## config.mk

```make
export PLATFORM = sky130hd
export DESIGN_NAME = loopback_pu_sequencer
export DESIGN_NICKNAME = d
export VERILOG_FILES = /design/src/rtl/loopback_pu_sequencer.sv
export SDC_FILE = /design/constraint.sdc
export NUM_CORES = 1
export LEC_CHECK = 0
export CAP_MARGIN = 20
export CELL_PAD_IN_SITES_DETAIL_PLACEMENT = 1
export CELL_PAD_IN_SITES_GLOBAL_PLACEMENT = 1
export CORE_ASPECT_RATIO = 1.4
export CORE_MARGIN = 8
export CORE_UTILIZATION = 40
export DETAILED_ROUTE_END_ITERATION = 10
export GPL_ROUTABILITY_DRIVEN = 0
export PLACE_DENSITY_LB_ADDON = 0.1
export SETUP_SLACK_MARGIN = 0.4
export SLEW_MARGIN = 40
export SYNTH_ARGS = -nofsm -noshare
export SYNTH_HDL_FRONTEND = slang
export SYNTH_SLANG_ARGS = --single-unit
```

## constraint.sdc

```tcl
create_clock -name clk -period 3 [get_ports clk]
set_clock_uncertainty 0.05 [all_clocks]
set_input_delay 0.75 -clock clk [delete_from_list [all_inputs] [get_ports clk]]
set_output_delay 0.75 -clock clk [all_outputs]
set_load 0.1 [all_outputs]
```

## src/rtl/loopback_pu_sequencer.sv

```systemverilog
// Counted, flow-controlled PU loopback: one start moves num_words stream words
// through a small skid FIFO to the stream write port and drains num_buf_words buffer reads.
module loopback_pu_sequencer #(
  parameter int AXI_DATA_W = 64,
  parameter int CNT_W      = 16,
  parameter int FIFO_DEPTH = 4
) (
  input  logic                  clk,
  input  logic                  resetn,
  input  logic                  start,
  input  logic [CNT_W-1:0]      num_words,
  input  logic [CNT_W-1:0]      num_buf_words,
  output logic                  busy,
  output logic                  done,
  output logic [CNT_W-1:0]      words_written,
  input  logic                  stream_read_ready,
  output logic                  stream_read_req,
  input  logic [AXI_DATA_W-1:0] stream_read_data,
  input  logic                  buffer_read_ready,
  output logic                  buffer_read_req,
  input  logic [AXI_DATA_W-1:0] buffer_read_data,
  input  logic                  stream_write_ready,
  output logic                  stream_write_req,
  output logic [AXI_DATA_W-1:0] stream_write_data
);

  localparam int PTR_W = (FIFO_DEPTH > 1) ? $clog2(FIFO_DEPTH) : 1;

  typedef enum logic [1:0] {IDLE, RUN, DONE} state_t;

  state_t                state, state_nxt;
  logic [CNT_W-1:0]      len_words, len_buf;
  logic [CNT_W-1:0]      rd_cnt, wr_cnt, buf_cnt;
  logic [AXI_DATA_W-1:0] mem [FIFO_DEPTH];
  logic [PTR_W-1:0]      wr_ptr, rd_ptr;
  logic [PTR_W:0]        occ;
  logic [PTR_W+1:0]      credit_used;
  logic                  vld_p1;
  logic                  start_acc, run, push, pop, fifo_empty;
  logic                  unused_buf_data;

  assign unused_buf_data = ^buffer_read_data;

  assign start_acc   = (state == IDLE) && start;
  assign run         = (state == RUN);
  assign fifo_empty  = (occ == '0);
  assign push        = vld_p1;
  assign pop         = stream_write_req;
  // Entries already stored plus the word still in flight must leave room for one more.
  assign credit_used = {1'b0, occ} + {{(PTR_W+1){1'b0}}, vld_p1};

  assign stream_read_req   = run && stream_read_ready && (rd_cnt < len_words) &&
                             (credit_used < (PTR_W+2)'(FIFO_DEPTH));
  assign buffer_read_req   = run && buffer_read_ready && (buf_cnt < len_buf);
  assign stream_write_req  = !fifo_empty && stream_write_ready;
  assign stream_write_data = fifo_empty ? '0 : mem[rd_ptr];

  assign busy          = (state != IDLE);
  assign done          = (state == DONE);
  assign words_written = wr_cnt;

  always_comb begin
    state_nxt = state;
    case (state)
      IDLE:    if (start) state_nxt = RUN;
      RUN:     if ((wr_cnt == len_words) && (buf_cnt == len_buf)) state_nxt = DONE;
      DONE:    state_nxt = IDLE;
      default: state_nxt = IDLE;
    endcase
  end

  always_ff @(posedge clk or negedge resetn) begin
    if (!resetn) begin
      state     <= IDLE;
      len_words <= '0;
      len_buf   <= '0;
      rd_cnt    <= '0;
      wr_cnt    <= '0;
      buf_cnt   <= '0;
    end else begin
      state <= state_nxt;
      if (start_acc) begin
        len_words <= num_words;
        len_buf   <= num_buf_words;
        rd_cnt    <= '0;
        wr_cnt    <= '0;
        buf_cnt   <= '0;
      end else begin
        if (stream_read_req) rd_cnt <= rd_cnt + CNT_W'(1);
        if (buffer_read_req) buf_cnt <= buf_cnt + CNT_W'(1);
        if (pop && (wr_cnt < len_words)) wr_cnt <= wr_cnt + CNT_W'(1);
      end
    end
  end

  // Stage p1: read request issued last cycle, data arrives on stream_read_data now.
  always_ff @(posedge clk or negedge resetn) begin
    if (!resetn) begin
      vld_p1 <= 1'b0;
      wr_ptr <= '0;
      rd_ptr <= '0;
      occ    <= '0;
    end else begin
      vld_p1 <= stream_read_req;
      if (push) wr_ptr <= wr_ptr + PTR_W'(1);
      if (pop)  rd_ptr <= rd_ptr + PTR_W'(1);
      case ({push, pop})
        2'b10:   occ <= occ + (PTR_W+1)'(1);
        2'b01:   occ <= occ - (PTR_W+1)'(1);
        default: occ <= occ;
      endcase
    end
  end

  always_ff @(posedge clk) begin
    if (push) mem[wr_ptr] <= stream_read_data;
  end

endmodule

```

# --- Word level (Yosys, flattened, before mapping) ---
# Memories as Yosys holds them, arrays and structs flattened.
# Cells that the tools add are included.
word_totals:
  input_bits: 166
  output_inout_bits: 85
  ram_bits: 256
  ff_bits: 90
  elab_cells: 62
  memories: 1
classes:
  n_eq_ne: 8
  n_addsub: 8
  n_reduce_logical: 18
  n_mux: 13
  n_lt_le_gt_ge: 4
mem_list:
  columns: ["name", "depth", "width", "read_ports", "rd_ports_with_merged_regs", "wr", "line_no", "text"]
  rows:
  - ["mem", 4, 64, 1, 0, 1, "34", "logic [AXI_DATA_W-1:0] mem [FIFO_DEPTH];"]
ops:
  columns: ["op", "count"]
  rows:
  - ["$mux W16", 6]
  - ["$mux W64", 1]
  - ["$add A16 B1 Y16 const B", 3]
  - ["$lt A16 B16 Y1", 3]
  - ["$eq A16 B16 Y1", 2]
  - ["$reduce_bool A2 Y1", 5]
  - ["$logic_and A1 B1 Y1", 9]
  - ["$pmux W3 S2", 1]
  - ["$add A2 B1 Y2 const B", 2]
  - ["$add A3 B1 Y4", 1]
  - ["$eq A2 B1 Y1 const B", 2]
  - ["$eq A2 B2 Y1 const B", 2]
  - ["$lt A4 B3 Y1 const B", 1]
  - ["$mux W2", 2]
  - ["$pmux W2 S2", 1]
  - ["$add A3 B1 Y3 const B", 1]
  - ["$logic_not A3 Y1", 1]
  - ["$sub A3 B1 Y3 const B", 1]
  - ["$logic_not A2 Y1", 1]
  - ["$mux W1", 2]
  - ["$ne A2 B1 Y1 const B", 1]
  - ["$ne A2 B2 Y1 const B", 1]
  - ["$reduce_and A2 Y1", 1]
  - ["$logic_not A1 Y1", 1]

# --- Longest topological paths before layout ---
logic_depth:
  depth_word: 6
  ltp_mapped: 11
  mapped_depth_nobuf: 9

# --- Worst setup path after synthesis ---
# Ideal clock, no wire load.
synth_path:
  path_type: "reg2out"
  startpoint: "register rd_cnt[2]"
  endpoint: "output stream_read_req"
  path_stages_with_launch: 8
  setup_slack_ns: -0.298
  t_required_ns: 2.200
  t_arrival_ns: 2.498
  cell_sequence: "dfrtp_1 ha_1 a211oi_1 o21ai_0 a41oi_1 o211ai_1 inv_1 clkbuf_1"
synth_via:
  elab_chain_len: 3
synth_rtl:
  columns: ["element", "line_no", "text"]
  rows:
  - ["start, declared", "33", "logic [CNT_W-1:0] rd_cnt, wr_cnt, buf_cnt;"]
  - ["start signal, assigned", "89", "if (stream_read_req) rd_cnt <= rd_cnt + CNT_W'(1);"]
  - ["$lt A16 B16 Y1", "52", "assign stream_read_req = run && stream_read_ready && (rd_cnt < len_words) &&"]
  - ["$logic_and A1 B1 Y1 (2 in a row)", "52", null]
  - ["end, declared", "17", "output logic stream_read_req,"]
# Every way passes these cells.

# --- Worst setup path after layout ---
layout_path:
  startpoint: "register len_buf[6]"
  endpoint: "output buffer_read_req"
layout_via:
  elab_chain_len: 2
layout_rtl:
  columns: ["element", "line_no", "text"]
  rows:
  - ["start, declared", "32", "logic [CNT_W-1:0] len_words, len_buf;"]
  - ["start signal, assigned", "84", "len_buf <= num_buf_words;"]
  - ["$lt A16 B16 Y1", "54", "assign buffer_read_req = run && buffer_read_ready && (buf_cnt < len_buf);"]
  - ["$logic_and A1 B1 Y1", "54", null]
  - ["end, declared", "20", "output logic buffer_read_req,"]
# Every way passes these cells.

==> flow_metrics.py <==
metrics = {
    "run_status": {
        "status": "complete, but fails checks",
        "violations": "setup timing",
    },
    "route": {
        "drt_iter0_drc": 391,
        "drt-pass1-iter-count": 6,
        "drc_errors": 0,
        "detail_route.wl_per_cell_um": 21.9,
        "ant_nets": 0,
        "routed_wl_um": 38200,
        "vias_per_cell": 5.34,
        "vias": 9332,
    },
    "yosys": {
        "synth-simple-area-share_pct": 10.1,
        "synth-compound-area-share_pct": 5.51,
        "synth_top_area_share_pct": 51.6,
        "syn_inst": 983,
        "yosys.area_share.xor_xnor_pct": 0.646,
        "synth_edf_count": 256,
        "synth-adder-area-share_pct": 4.75,
        "yosysMostFrequentCell": "edfxtp_1",
        "async_flop_share_pct": 26.0,
        "netlist-cell-type-count": 52,
        "synth_top_family_by_area": "simple AND/OR/NAND/NOR gates",
        "ys_warn_count": 0,
        "mappedNetlistNets": 1205,
        "postSynthAreaPerCell_um2": 15.2,
        "synth_mux_area_share_pct": 9.88,
        "synth_area_leaders": "edfxtp_1, dfrtp_1, mux4_2",
        "syn_area_um2": 14900,
        "synth-seq-cells": 346,
        "yosys-top-cells-count": "edfxtp_1, dfrtp_1, nand2_1",
        "synth_flop_cell": "edfxtp_1",
        "ys_seq_area_share_pct": 66.7,
        "synth_top_area_cell": "edfxtp_1",
    },
    "floorplanning": {
        "core_area_um2": 36800,
        "num_io_pins": 251,
        "start_util_pct": 40.6,
        "dieArea_um2": 43800,
        "fp.dieW_um": 179,
        "num_rows": 83,
        "die_height_um": 244,
    },
    "critical_path": {
        "end_kind": "output port",
        "critical_path.top_delay_family": "compound AO/OA/AOI/OAI gates",
        "crit_cells": 8,
        "cp-start-kind": "register",
        "crit_buf_inv": 3,
        "worstPathMaxFanout": 3,
        "crit_type": "reg -> out",
        "slowest_delay_ns": 0.40,
        "cp.arrival_ns": 2.48,
        "worstPathCellList": "inv_2 -> ha_4 -> a21oi_2 -> o211ai_1 -> a221o_1 -> or3_4 -> clkinvlp_4 -> buf_12",
        "critPathRequiredTime_ns": 2.20,
        "rr_worst_depth": 11,
        "slowest_stage": "or3_4",
    },
    "sta": {
        "finalSetupViolCount": 6,
        "tightestPinTransition_ns": 0.742,
        "fmax_mhz": 305,
        "fin_tns_setup_ns": -0.302,
        "finalHoldViolCount": 0,
        "finalCritPeriodShare_pct": 109,
        "rsz0062_at_grt": "yes",
        "maxSlewViolCount": 0,
        "min_period_ns": 3.28,
        "worst_slack_ns": -0.283,
        "maxSlewHeadroom_pct": 50.4,
    },
    "grt": {
        "antenna_found_initial": 5,
        "grt_usage_pct": 17.5,
        "grt_pass1_vias": 10200,
        "overflow": 0,
        "grt_max_degree": 99,
        "grt_pass1_wl_um": 58500,
    },
    "final_layout": {
        "drive_gt1_share_pct": 35.0,
        "area_growth_pct": 38.4,
        "fillCellCount": 3447,
        "stdcell_area_um2": 20600,
        "final_net_count": 1473,
    },
    "clock_tree": {
        "numCtsBuffers": 36,
        "clk_latency_ns": 0.52,
        "root_buffer": "clkbuf_16",
        "cts_sinks": 346,
        "clockBufferDepth": 3,
        "cts_tree": "built",
        "htree_levels": 2,
        "clk_pin_slew_ns": 0.06,
        "ctsHoldBuffers": 0,
    },
    "placement": {
        "hpwl_um": 24300,
        "io_buffers": 186,
        "placed_area_um2": 18400,
    },
    "power_and_ir_drop": {
        "leakagePower_nw": 7.84,
        "max-vdd-ir-drop_mv": 0.791,
        "power.total_mw": 24.0,
        "power-per-cell-area_nw_per_um2": 1160,
    },
    "min_path": {
        "hp-class": "in -> async",
    },
    "flow_run": {
        "maxCapViolations": 0,
    },
}
registers in the layout, summed over array words and instances, names as in the netlist, 3 cells and up:
signal / count
buf_cnt: 16
len_words: 16
mem: 256
rd_cnt: 16
len_buf: 16
occ: 3
words_written: 16
through the flow:
stage          instances  util, %  worst slack [ns]  hold WS (ns)
2_1_floorplan        983        -            0.0666         0.402
3_3_place_gp        1633     49.9            -0.101         0.417
3_5_place_dp        1633     49.9            -0.107         0.424
4_1_cts             1735     55.4            -0.279         0.122
5_1_grt             1745     56.1            -0.387         0.131
6_report            1746     56.1            -0.283         0.120
worst register-to-register path: cells and delay by family (launching register included):
family / cells / cell delay (ns)
DFF: 1 / 0.37
and+or+nand+nor: 2 / 0.91
buffers and inverters: 4 / 0.48
AOI/OAI and AO/OA: 4 / 0.77
adders and majority gates: 1 / 0.22
cell families after synthesis:
| logic type | Yosys count |
|---|---|
| buffers and inverters | 92 |
| adder cells (fa/ha/maj) | 56 |
| flip-flops | 346 |
| multiplexers | 67 |
| AO/OA/AOI/OAI | 135 |
| XOR/XNOR | 11 |
| AND/OR/NAND/NOR | 276 |
final timing paths:
| check | startpoint | to | slack (ns) |
|---|---|---|---|
| min in group clk | len_buf[0]$_DFFE_PN0P_ | len_buf[0]$_DFFE_PN0P_ | 0.43 |
| setup / recovery | len_buf[6]$_DFFE_PN0P_ | buffer_read_req | -0.28 |
| hold / removal | resetn | len_buf[8]$_DFFE_PN0P_ | 0.12 |
| max in group asynchronous | resetn | len_buf[0]$_DFFE_PN0P_ | 2.09 |
| setup reg to reg | len_buf[6]$_DFFE_PN0P_ | buf_cnt[15]$_DFFE_PN0P_ | 0.14 |
| hold reg to reg | len_buf[0]$_DFFE_PN0P_ | len_buf[0]$_DFFE_PN0P_ | 0.43 |
final cells by class:
cell class	instances	area, um^2	share of cell area (%)
Multi-Input combinational cell	545	5100	24.7
Antenna cell	1	2.50	0.0121
Clock buffer	42	933	4.53
Timing Repair Buffer	270	3550	17.2
Tap cell	467	584	2.83
Sequential cell	346	9970	48.4
Inverter	52	203	0.983
Clock inverter	23	283	1.37
cells in the final DEF, fill, tap and decap left out, types with 16 or more instances in the layout:
master	synthesis	routed
o31ai_1	17	17
dfrtp_1	90	70
nand3_1	20	19
nand2_1	75	74
edfxtp_1	256	256
clkbuf_16	0	36
dfrtp_2	0	16
clkdlybuf4s50_1	0	100
buf_4	0	69
o21ai_0	49	43
a21oi_1	37	26
ha_1	55	44
buf_12	0	84
nand4_1	19	19
and2_4	0	64
mux4_2	64	64
nor2_1	22	22
inv_1	52	37
where the power goes:
group          internal [mW]  total [mW]  switching (mW)
sequential              5.84        6.17           0.332
combinational           5.41        13.2            7.83
clock                   2.76        4.59            1.83
metal layers:
layer | part of all wire (%) | up-vias | GRT usage, %
met4 | 1.9 | 8 | 4.79
met3 | 5.1 | 48 | 3.25
li1 | - | 4308 | -
met1 | 39 | 4767 | 20.1
met5 | 0.13 | - | 0
met2 | 54 | 201 | 32.6
timing repair:
action / CTS / global route
gates resized for setup: 125 / 40
buffers inserted: 29 / 10
gates cloned: 8 / 0
endpoints found under the hold margin: 0 / 0
pin swaps: 26 / 23
setup endpoints to repair: 78 / 90
No activity file was read; power rests on OpenSTA's default activity.
